**src/rtl/pipe_ctrl_n.sv**
```systemverilog
// Pipeline controller: prioritised stall vector, registered branch redirect
// with a stall-tolerant front-end flush, and a saturating stall-cycle counter.
module pipe_ctrl_n #(
  parameter int unsigned STAGES       = 6,
  parameter int unsigned NREQ         = 3,
  parameter int unsigned ADDR_W       = 32,
  parameter int unsigned FLUSH_CYCLES = 1,
  parameter int unsigned CNT_W        = 32
) (
  input  logic              clk,
  input  logic              rst,
  input  logic [NREQ-1:0]   stall_req_i,
  input  logic              br_valid_i,
  input  logic              br_taken_i,
  input  logic [ADDR_W-1:0] br_target_i,
  input  logic              cnt_clr_i,
  output logic [STAGES-1:0] stall_o,
  output logic              redirect_valid_o,
  output logic [ADDR_W-1:0] redirect_addr_o,
  output logic              flush_o,
  output logic              busy_o,
  output logic [CNT_W-1:0]  stall_cnt_o
);

  localparam int unsigned FW = $clog2(FLUSH_CYCLES + 1);
  localparam logic [CNT_W-1:0] CNT_MAX = {CNT_W{1'b1}};

  typedef enum logic {IDLE, FLUSH} state_t;

  state_t              state_q, state_d;
  logic [ADDR_W-1:0]   addr_q, addr_d;
  logic [FW-1:0]       fcnt_q, fcnt_d;
  logic                acc_q, acc_d;
  logic                rv_d;
  int unsigned         hi;

  // Highest requesting stage wins; it and everything upstream of it hold.
  always_comb begin
    hi = 0;
    for (int unsigned k = 0; k < NREQ; k++) begin
      if (stall_req_i[k]) hi = k + 3;
    end
    for (int unsigned j = 0; j < STAGES; j++) begin
      stall_o[j] = !rst && (j < hi);
    end
  end

  // Next-state logic; progress through FLUSH only on cycles the PC is free.
  always_comb begin
    state_d = state_q;
    addr_d  = addr_q;
    fcnt_d  = fcnt_q;
    acc_d   = acc_q;
    unique case (state_q)
      IDLE: begin
        if (br_valid_i && br_taken_i) begin
          state_d = FLUSH;
          addr_d  = br_target_i;
          fcnt_d  = FW'(FLUSH_CYCLES);
          acc_d   = 1'b0;
        end
      end
      FLUSH: begin
        if (!stall_o[0]) begin
          acc_d  = 1'b1;
          fcnt_d = fcnt_q - FW'(1);
          if (fcnt_q == FW'(1)) state_d = IDLE;
        end
      end
      default: state_d = IDLE;
    endcase
    rv_d = (state_d == FLUSH) && !acc_d;
  end

  always_ff @(posedge clk) begin
    if (rst) begin
      state_q          <= IDLE;
      addr_q           <= '0;
      fcnt_q           <= '0;
      acc_q            <= 1'b0;
      redirect_valid_o <= 1'b0;
      redirect_addr_o  <= '0;
      flush_o          <= 1'b0;
      busy_o           <= 1'b0;
    end else begin
      state_q          <= state_d;
      addr_q           <= addr_d;
      fcnt_q           <= fcnt_d;
      acc_q            <= acc_d;
      redirect_valid_o <= rv_d;
      redirect_addr_o  <= rv_d ? addr_d : '0;
      flush_o          <= (state_d == FLUSH);
      busy_o           <= (state_d == FLUSH);
    end
  end

  // Clear beats increment; counter sticks at all-ones.
  always_ff @(posedge clk) begin
    if (rst || cnt_clr_i) begin
      stall_cnt_o <= '0;
    end else if (stall_o[0] && (stall_cnt_o != CNT_MAX)) begin
      stall_cnt_o <= stall_cnt_o + CNT_W'(1);
    end
  end

endmodule

```
**config.mk**
```make
export PLATFORM = sky130hd
export DESIGN_NAME = pipe_ctrl_n
export DESIGN_NICKNAME = d
export VERILOG_FILES = /design/src/rtl/pipe_ctrl_n.sv
export SDC_FILE = /design/constraint.sdc
export NUM_CORES = 1
export LEC_CHECK = 0
export ABC_AREA = 0
export BUFFER_PORTS_ARGS = -buffer_cell sky130_fd_sc_hd__buf_2
export CAP_MARGIN = 20
export CORE_MARGIN = 2
export CORE_UTILIZATION = 45
export CTS_CLUSTER_DIAMETER = 120
export DETAILED_ROUTE_END_ITERATION = 12
export PLACE_DENSITY_LB_ADDON = 0.05
export SYNTH_ARGS = -nofsm -noshare
export SYNTH_HDL_FRONTEND = slang
export SYNTH_SLANG_ARGS = --single-unit
export TNS_END_PERCENT = 30
```
**constraint.sdc**
```tcl
create_clock -name clk -period 5.3 [get_ports clk]
set_input_delay 0.265 -clock clk [delete_from_list [all_inputs] [get_ports clk]]
set_output_delay 0.265 -clock clk [all_outputs]
set_load 0.02 [all_outputs]
```
==> flow_metrics.tcl, run 1 <==
set metrics [dict create \
    firstDrtPassIters 5 \
    reg2reg_depth 5 \
    syn_inst 392 \
    clock_tree.root_cell "clkbuf_8" \
    maxCapViolations 0 \
    cts_buffers 9 \
    finalCriticalPeriod_ns 2.241 \
    drive_gt1_frac 0.3126 \
    synthMuxAreaShare 0.08282 \
    cts_buffer_depth 2 \
    seq_area_frac_synth 0.5176 \
    hold_ws_ns 0.1451 \
    postCtsSetupRepairBufs 0 \
    most-common-layout-cells "111 x buf_2, 100 x dfxtp_1, 77 x nor2_1" \
    via_count 3154 \
    numPortBuffers 111 \
    syn_nets 433 \
    hold_depth 3 \
    critPathKind "reg2reg" \
    die_y_um 96.71 \
    clkLatencyLatePin_ns 0.36 \
    coreArea_um2 8258 \
    cts_resized 0 \
    final.fill_count 777 \
    track_usage 0.1841 \
    startpoint_type "flip-flop" \
    ys_async_sr_fraction 0 \
    synthAdderAreaFrac 0.003235 \
    grt_overflow 0 \
    endpoint_kind "flip-flop" \
    grt_start_max_net_pins 45 \
    rows 33 \
    htreeDepth 3 \
    tritoncts "done" \
    setup_violations 0 \
    finalHoldViolCount 0 \
    power_leakage_nw 2.165 \
    yosys.area_share.simple 0.2449 \
    ant_nets 0 \
    worst_pin_slew_ns 0.9393 \
    hpwl_um 5806 \
    synthToLayoutAreaGrowth_pct 20.09 \
    drc 0 \
    synth.distinct_cells 58 \
    arrival_ns 2.53 \
    synth_xor_area_frac 0.01132 \
    status "completed" \
    synth_ff_type "dfxtp_1" \
    start_util 0.4683 \
    viasPerCell 5.222 \
    cp.required_ns 5.59 \
    cp_max_fo 27 \
    synthesis.area_um2 3867 \
    fin_nets 535 \
    fin_area_um2 4644 \
    fmax_mhz 446.2 \
    rsz0062_at_grt "no" \
    grt_pass1_wl_um 14100 \
    ys_ff_latch 100 \
    path_clk_slew_ns 0.10 \
    yosys_warnings 0 \
    post-route-util 0.5624 \
    synth_edf_count 0 \
    avgSynthCellArea_um2 9.866 \
    drt_iter0_drc 129 \
    tns_ns 0 \
    vdd_drop_max_mv 0.1727 \
    drv_slew 0 \
    die_w_um 96.71 \
    io_pins 113 \
    grt_pass1_vias 2889 \
    clock-sinks 100 \
    finalCritPeriodShare 0.4228 \
    finalWirelength_um 8541 \
    min_path_type "in2reg" \
    place.gp.congestion 0.8127 \
    p_per_area_nw_per_um2 286.4 \
    diodes 0 \
    antenna_found_initial 0 \
    die-area_um2 9352 \
    synth-compound-area-share 0.1038 \
    synth_top_family_by_area "simple AND/OR/NAND/NOR gates" \
    final_common_cell "buf_2" \
    place_area_um2 4446 \
    finClkSkew_ns 0.01428 \
    routedWlPerCell_um 14.14 \
    cts_hold_buffers 0 \
    relSlewSlack 0.3738 \
]
## report_power, final
part | total (mW) | internal [mW] | switching [mW]
sequential | 0.777 | 0.770 | 0.00661
clock | 0.449 | 0.180 | 0.270
combinational | 0.104 | 0.0393 | 0.0645
## state kept, by name (all words and copies together) (netlist names)
name,flops
stall_cnt_o,32
redirect_valid_o,1
state_q,1
fcnt_q,1
acc_q,1
redirect_addr_o,32
addr_q,32
## critical path, stage by stage (launching register included)
cell	delay (ns)
dfxtp_1	0.41
ha_1	0.29
nand4_2	0.23
o31ai_4	0.87
o21ai_0	0.22
a21oi_1	0.15
## stage by stage
stage	total power, mW	setup slack (ns)	cells
6_report	1.330	3.059	604
5_1_grt	1.389	2.751	604
4_1_cts	1.349	2.923	603
3_5_place_dp	0.8979	2.668	587
3_3_place_gp	0.8963	2.728	587
2_1_floorplan	0.8646	3.436	392
## logic make-up (layout without fill, tap and decap cells)
| kind of cell | after synthesis | count (layout) |
|---|---|---|
| AOI/OAI and AO/OA | 59 | 59 |
| muxes | 32 | 32 |
| adders and majority gates | 1 | 1 |
| xor gates and xnor gates | 5 | 5 |
| DFF | 100 | 100 |
| and+or+nand+nor | 167 | 167 |
| buffers and inverters | 27 | 134 |
| other | 1 | 1 |
## path summary, 6_finish.rpt
| check | slack [ns] | from | endpoint |
|---|---|---|---|
| setup / recovery | 3.06 | stall_cnt_o[0]$_SDFFE_PP0P_ | stall_cnt_o[6]$_SDFFE_PP0P_ |
| hold / removal | 0.15 | br_target_i[3] | redirect_addr_o[3]$_SDFF_PP0_ |
| setup reg to reg | 3.06 | stall_cnt_o[0]$_SDFFE_PP0P_ | stall_cnt_o[6]$_SDFFE_PP0P_ |
| hold reg to reg | 0.49 | addr_q[1]$_SDFF_PP0_ | redirect_addr_o[1]$_SDFF_PP0_ |
## final cells by class
cell class	instances	area (µm²)	area share
clock buffer	10	127.6	0.02748
clock inverter	6	56.30	0.01212
inverter	5	20.02	0.004310
multi-input combinational	265	1729	0.3723
sequential	100	2002	0.4310
tap	105	131.4	0.02829
timing repair buffer	113	578.1	0.1245
## synthesized netlist by cell type, types with 3 or more instances
| cell type | number | area (µm²) |
|---|---|---|
| and4_2 | 4 | 40.04 |
| dfxtp_1 | 100 | 2002 |
| nand3_1 | 7 | 35.03 |
| nor2_1 | 77 | 289.0 |
| buf_4 | 6 | 45.04 |
| nand4_1 | 6 | 37.54 |
| xor2_1 | 4 | 35.03 |
| o21ai_0 | 11 | 55.05 |
| nand4_2 | 3 | 37.54 |
| or4_1 | 11 | 82.58 |
| o31ai_1 | 7 | 52.55 |
| inv_1 | 4 | 15.01 |
| mux2i_1 | 32 | 320.3 |
| a21oi_1 | 21 | 105.1 |
| clkbuf_1 | 11 | 41.29 |
| nand2_1 | 21 | 78.83 |
| buf_2 | 3 | 15.01 |
| and4_4 | 3 | 33.78 |
| or3_1 | 9 | 56.30 |
| o211ai_1 | 4 | 30.03 |
## metal layers
| layer | global-route usage | share of wire | up-vias |
|---|---|---|---|
| met5 | 0 | 0 | - |
| met4 | 0.06826 | 0.015 | 0 |
| met3 | 0.04769 | 0.054 | 8 |
| met2 | 0.2703 | 0.44 | 82 |
| met1 | 0.2606 | 0.49 | 1468 |
| li1 | - | - | 1596 |
Power figures use the tool's default switching activity.
==> inputs of run 2 (changes only) <==
--- a/config.mk
+++ b/config.mk
@@ -5,7 +5,7 @@
 export SDC_FILE = /design/constraint.sdc
 export NUM_CORES = 1
 export LEC_CHECK = 0
-export ABC_AREA = 0
+export ABC_AREA = 1
 export BUFFER_PORTS_ARGS = -buffer_cell sky130_fd_sc_hd__buf_2
 export CAP_MARGIN = 20
 export CORE_MARGIN = 2
==> constraint.sdc (replaced) <==
create_clock -name clk -period 1.9 [get_ports clk]
set_input_delay 0.095 -clock clk [delete_from_list [all_inputs] [get_ports clk]]
set_output_delay 0.095 -clock clk [all_outputs]
set_load 0.02 [all_outputs]
==> flow_metrics.tcl, run 2 <==
set metrics [dict create \
    status "completed" \
    diodes 0 \
    clock-sinks 100 \
    synthesis.area_um2 4153 \
    power.total_mw 3.894 \
    top_usage_layer "met2" \
    p_per_area_nw_per_um2 747.0 \
    min_path_type "in2reg" \
    cp.required_ns 2.18 \
    cts_buffers 9 \
    tns_ns 0 \
    synthMostInstantiatedCell "nor2_1" \
    fin_nets 708 \
    numPortBuffers 111 \
    hpwl_um 7409 \
    fin_area_um2 5213 \
    coreArea_um2 9109 \
    cp_max_fo 10 \
    fmax_mhz 561.7 \
    clock_tree.root_cell "clkbuf_8" \
    drive_gt1_frac 0.2634 \
    ys_ff_latch 100 \
    tritoncts "done" \
    p_clk_frac 0.347 \
    finalHoldViolCount 0 \
    finalCriticalPeriod_ns 1.780 \
    via_count 3734 \
    critPathTopFamily "simple AND/OR/NAND/NOR gates" \
    synthTopCellsByCount "130 x nor2_1, 113 x nand2_1, 100 x dfxtp_1" \
    syn_nets 574 \
    clkLatencyLatePin_ns 0.36 \
    synth.distinct_cells 32 \
    yosys.area_share.simple 0.3164 \
    place_ws_ns 0.1645 \
    finClkSkew_ns 0.01271 \
    grt_pass1_wl_um 16260 \
    synth_edf_count 0 \
    postCtsSetupRepairBufs 0 \
    critPathKind "reg2reg" \
    drt_iter0_drc 99 \
    grt_start_max_net_pins 26 \
    viasPerCell 4.769 \
    path_clk_slew_ns 0.10 \
    io_pins 113 \
    synth-compound-area-share 0.04791 \
    vdd_drop_max_mv 0.6692 \
    worst_path_max_delay_cell "dfxtp_1" \
    top_regs "addr_q x32, redirect_addr_o x32, stall_cnt_o x32" \
    grt_overflow 0 \
    synthToLayoutAreaGrowth_pct 25.52 \
    power_leakage_nw 2.244 \
    drc 0 \
    synthMuxAreaShare 0.07713 \
    synth_top_area_frac 0.4821 \
    track_usage 0.2020 \
    seq_area_frac_synth 0.4821 \
    crit_chain "nand2_1 > nor2_2 > nand2_1 > inv_1 > nand3_4 > nand2_2 > nand2_1 > a21oi_1" \
    grt_pass1_vias 3544 \
    synth_ff_type "dfxtp_1" \
    routedWlPerCell_um 12.61 \
    setup_violations 0 \
    grtUsageMet2 0.3680 \
    die_w_um 100.1 \
    met3_usage 0.05850 \
    fin_ws_ns 0.1196 \
    die_y_um 100.1 \
    rows 35 \
    drv_slew 0 \
    place.gp.congestion 0.8509 \
    yosys_warnings 0 \
    crit_top_cell "nand2_1" \
    antenna_found_initial 0 \
    maxCapViolations 0 \
    final_common_cell "nor2_1" \
    startpoint_type "flip-flop" \
    p_int_mw 2.861 \
    max_stage_delay_ns 0.46 \
    endpoint_kind "flip-flop" \
    start_util 0.4559 \
    cts_buffer_depth 2 \
    synth_top_family_by_area "simple AND/OR/NAND/NOR gates" \
    htreeDepth 3 \
    finalCritPeriodShare 0.9371 \
    synthAdderAreaFrac 0.003013 \
    die-area_um2 10010 \
    rsz0062_at_grt "no" \
    syn_inst 533 \
    crit_buf_inv 1 \
    multiInputGateArea_um2 1907 \
    seq_area_um2 2003 \
    arrival_ns 2.06 \
    most-common-layout-cells "130 x nor2_1, 113 x nand2_1, 111 x buf_2" \
    finalWirelength_um 9875 \
    synth_xor_area_frac 0.01265 \
    netSwitchingFraction 0.2653 \
    firstDrtPassIters 4 \
    final.fill_count 896 \
    yosys-top-cells-area "dfxtp_1 48%, nor2_1 12%, nand2_1 10%" \
    ys_async_sr_fraction 0 \
    synth_top_area_cell "dfxtp_1" \
    ant_nets 0 \
    combPwrFrac 0.095 \
    p_sw_mw 1.033 \
    seqPwrFrac 0.558 \
    met1_usage 0.2342 \
    avgSynthCellArea_um2 7.791 \
    place_area_um2 4818 \
]
[run 2: changes by cell type after synthesis, sizes merged, moves of 9 or more]
cell / change
and4: -9
inv: +27
nand2: +96
nand3: +16
nor2: +80
or3: -11
or4: -11
[run 2: per-stage QoR]
step / utilization / hold slack [ns] / std cells
floorplan: - / 0.2316 / 533
global placement: 0.5290 / 0.3512 / 748
detailed placement: 0.5290 / 0.3631 / 748
CTS: 0.5710 / 0.002106 / 782
global route: 0.5723 / 0.004778 / 783
finish: 0.5723 / 0.01372 / 783
[run 2: metal layers]
metal / vias up / share of wire
li1: 1947 / -
met1: 1697 / 0.43
met2: 85 / 0.51
met3: 5 / 0.060
met4: 0 / 0.0065
met5: - / 0
[run 2: layout make-up]
class	count	area share
multi-input cells	383	0.3658
well taps	111	0.02664
flip-flops and latches	100	0.3843
clock inverters	6	0.01248
clock buffers	10	0.02640
inverters	32	0.02304
repair buffers	141	0.1613
[run 2: worst reg2reg max path, stage by stage, from the launching register on]
cell     delay (ns)
dfxtp_1        0.46
nand2_1        0.18
nor2_2         0.16
nand2_1        0.13
inv_1          0.16
nand3_4        0.16
nand2_2        0.21
nand2_1        0.08
a21oi_1        0.17
[run 2: timing repair]
item / CTS / global route
endpoints found under the setup margin: 0 / 7
resized for setup: 0 / 1
endpoints found under the hold margin: 22 / 1
hold buffers: 18 / 1
[run 2: path summary, 6_finish.rpt]
path / start / endpoint / slack, ns / depth (start not counted)
setup / recovery: stall_cnt_o[24]$_SDFFE_PP0P_ / stall_cnt_o[15]$_SDFFE_PP0P_ / 0.12 / 8
setup reg to reg: stall_cnt_o[24]$_SDFFE_PP0P_ / stall_cnt_o[15]$_SDFFE_PP0P_ / 0.12 / 8
hold / removal: br_target_i[30] / addr_q[30]$_SDFF_PP0_ / 0.01 / 3
hold reg to reg: addr_q[27]$_SDFF_PP0_ / addr_q[27]$_SDFF_PP0_ / 0.50 / 2
[run 2: power by group through the flow]
stage          Clock, mW  Sequential, mW  Combinational [mW]
5_1_grt             1.49            2.18               0.408
3_5_place_dp           0            2.22               0.345
4_1_cts             1.39            2.18               0.375
6_report            1.35            2.17               0.370
2_1_floorplan          0            2.25               0.207
3_3_place_gp           0            2.22               0.339
[run 2: kinds of logic after synthesis]
family	count (synthesis)
adders and majority gates	1
AOI/OAI and AO/OA	35
DFF	100
and+or+nand+nor	308
other	1
buffers and inverters	50
xor gates and xnor gates	6
muxes	32
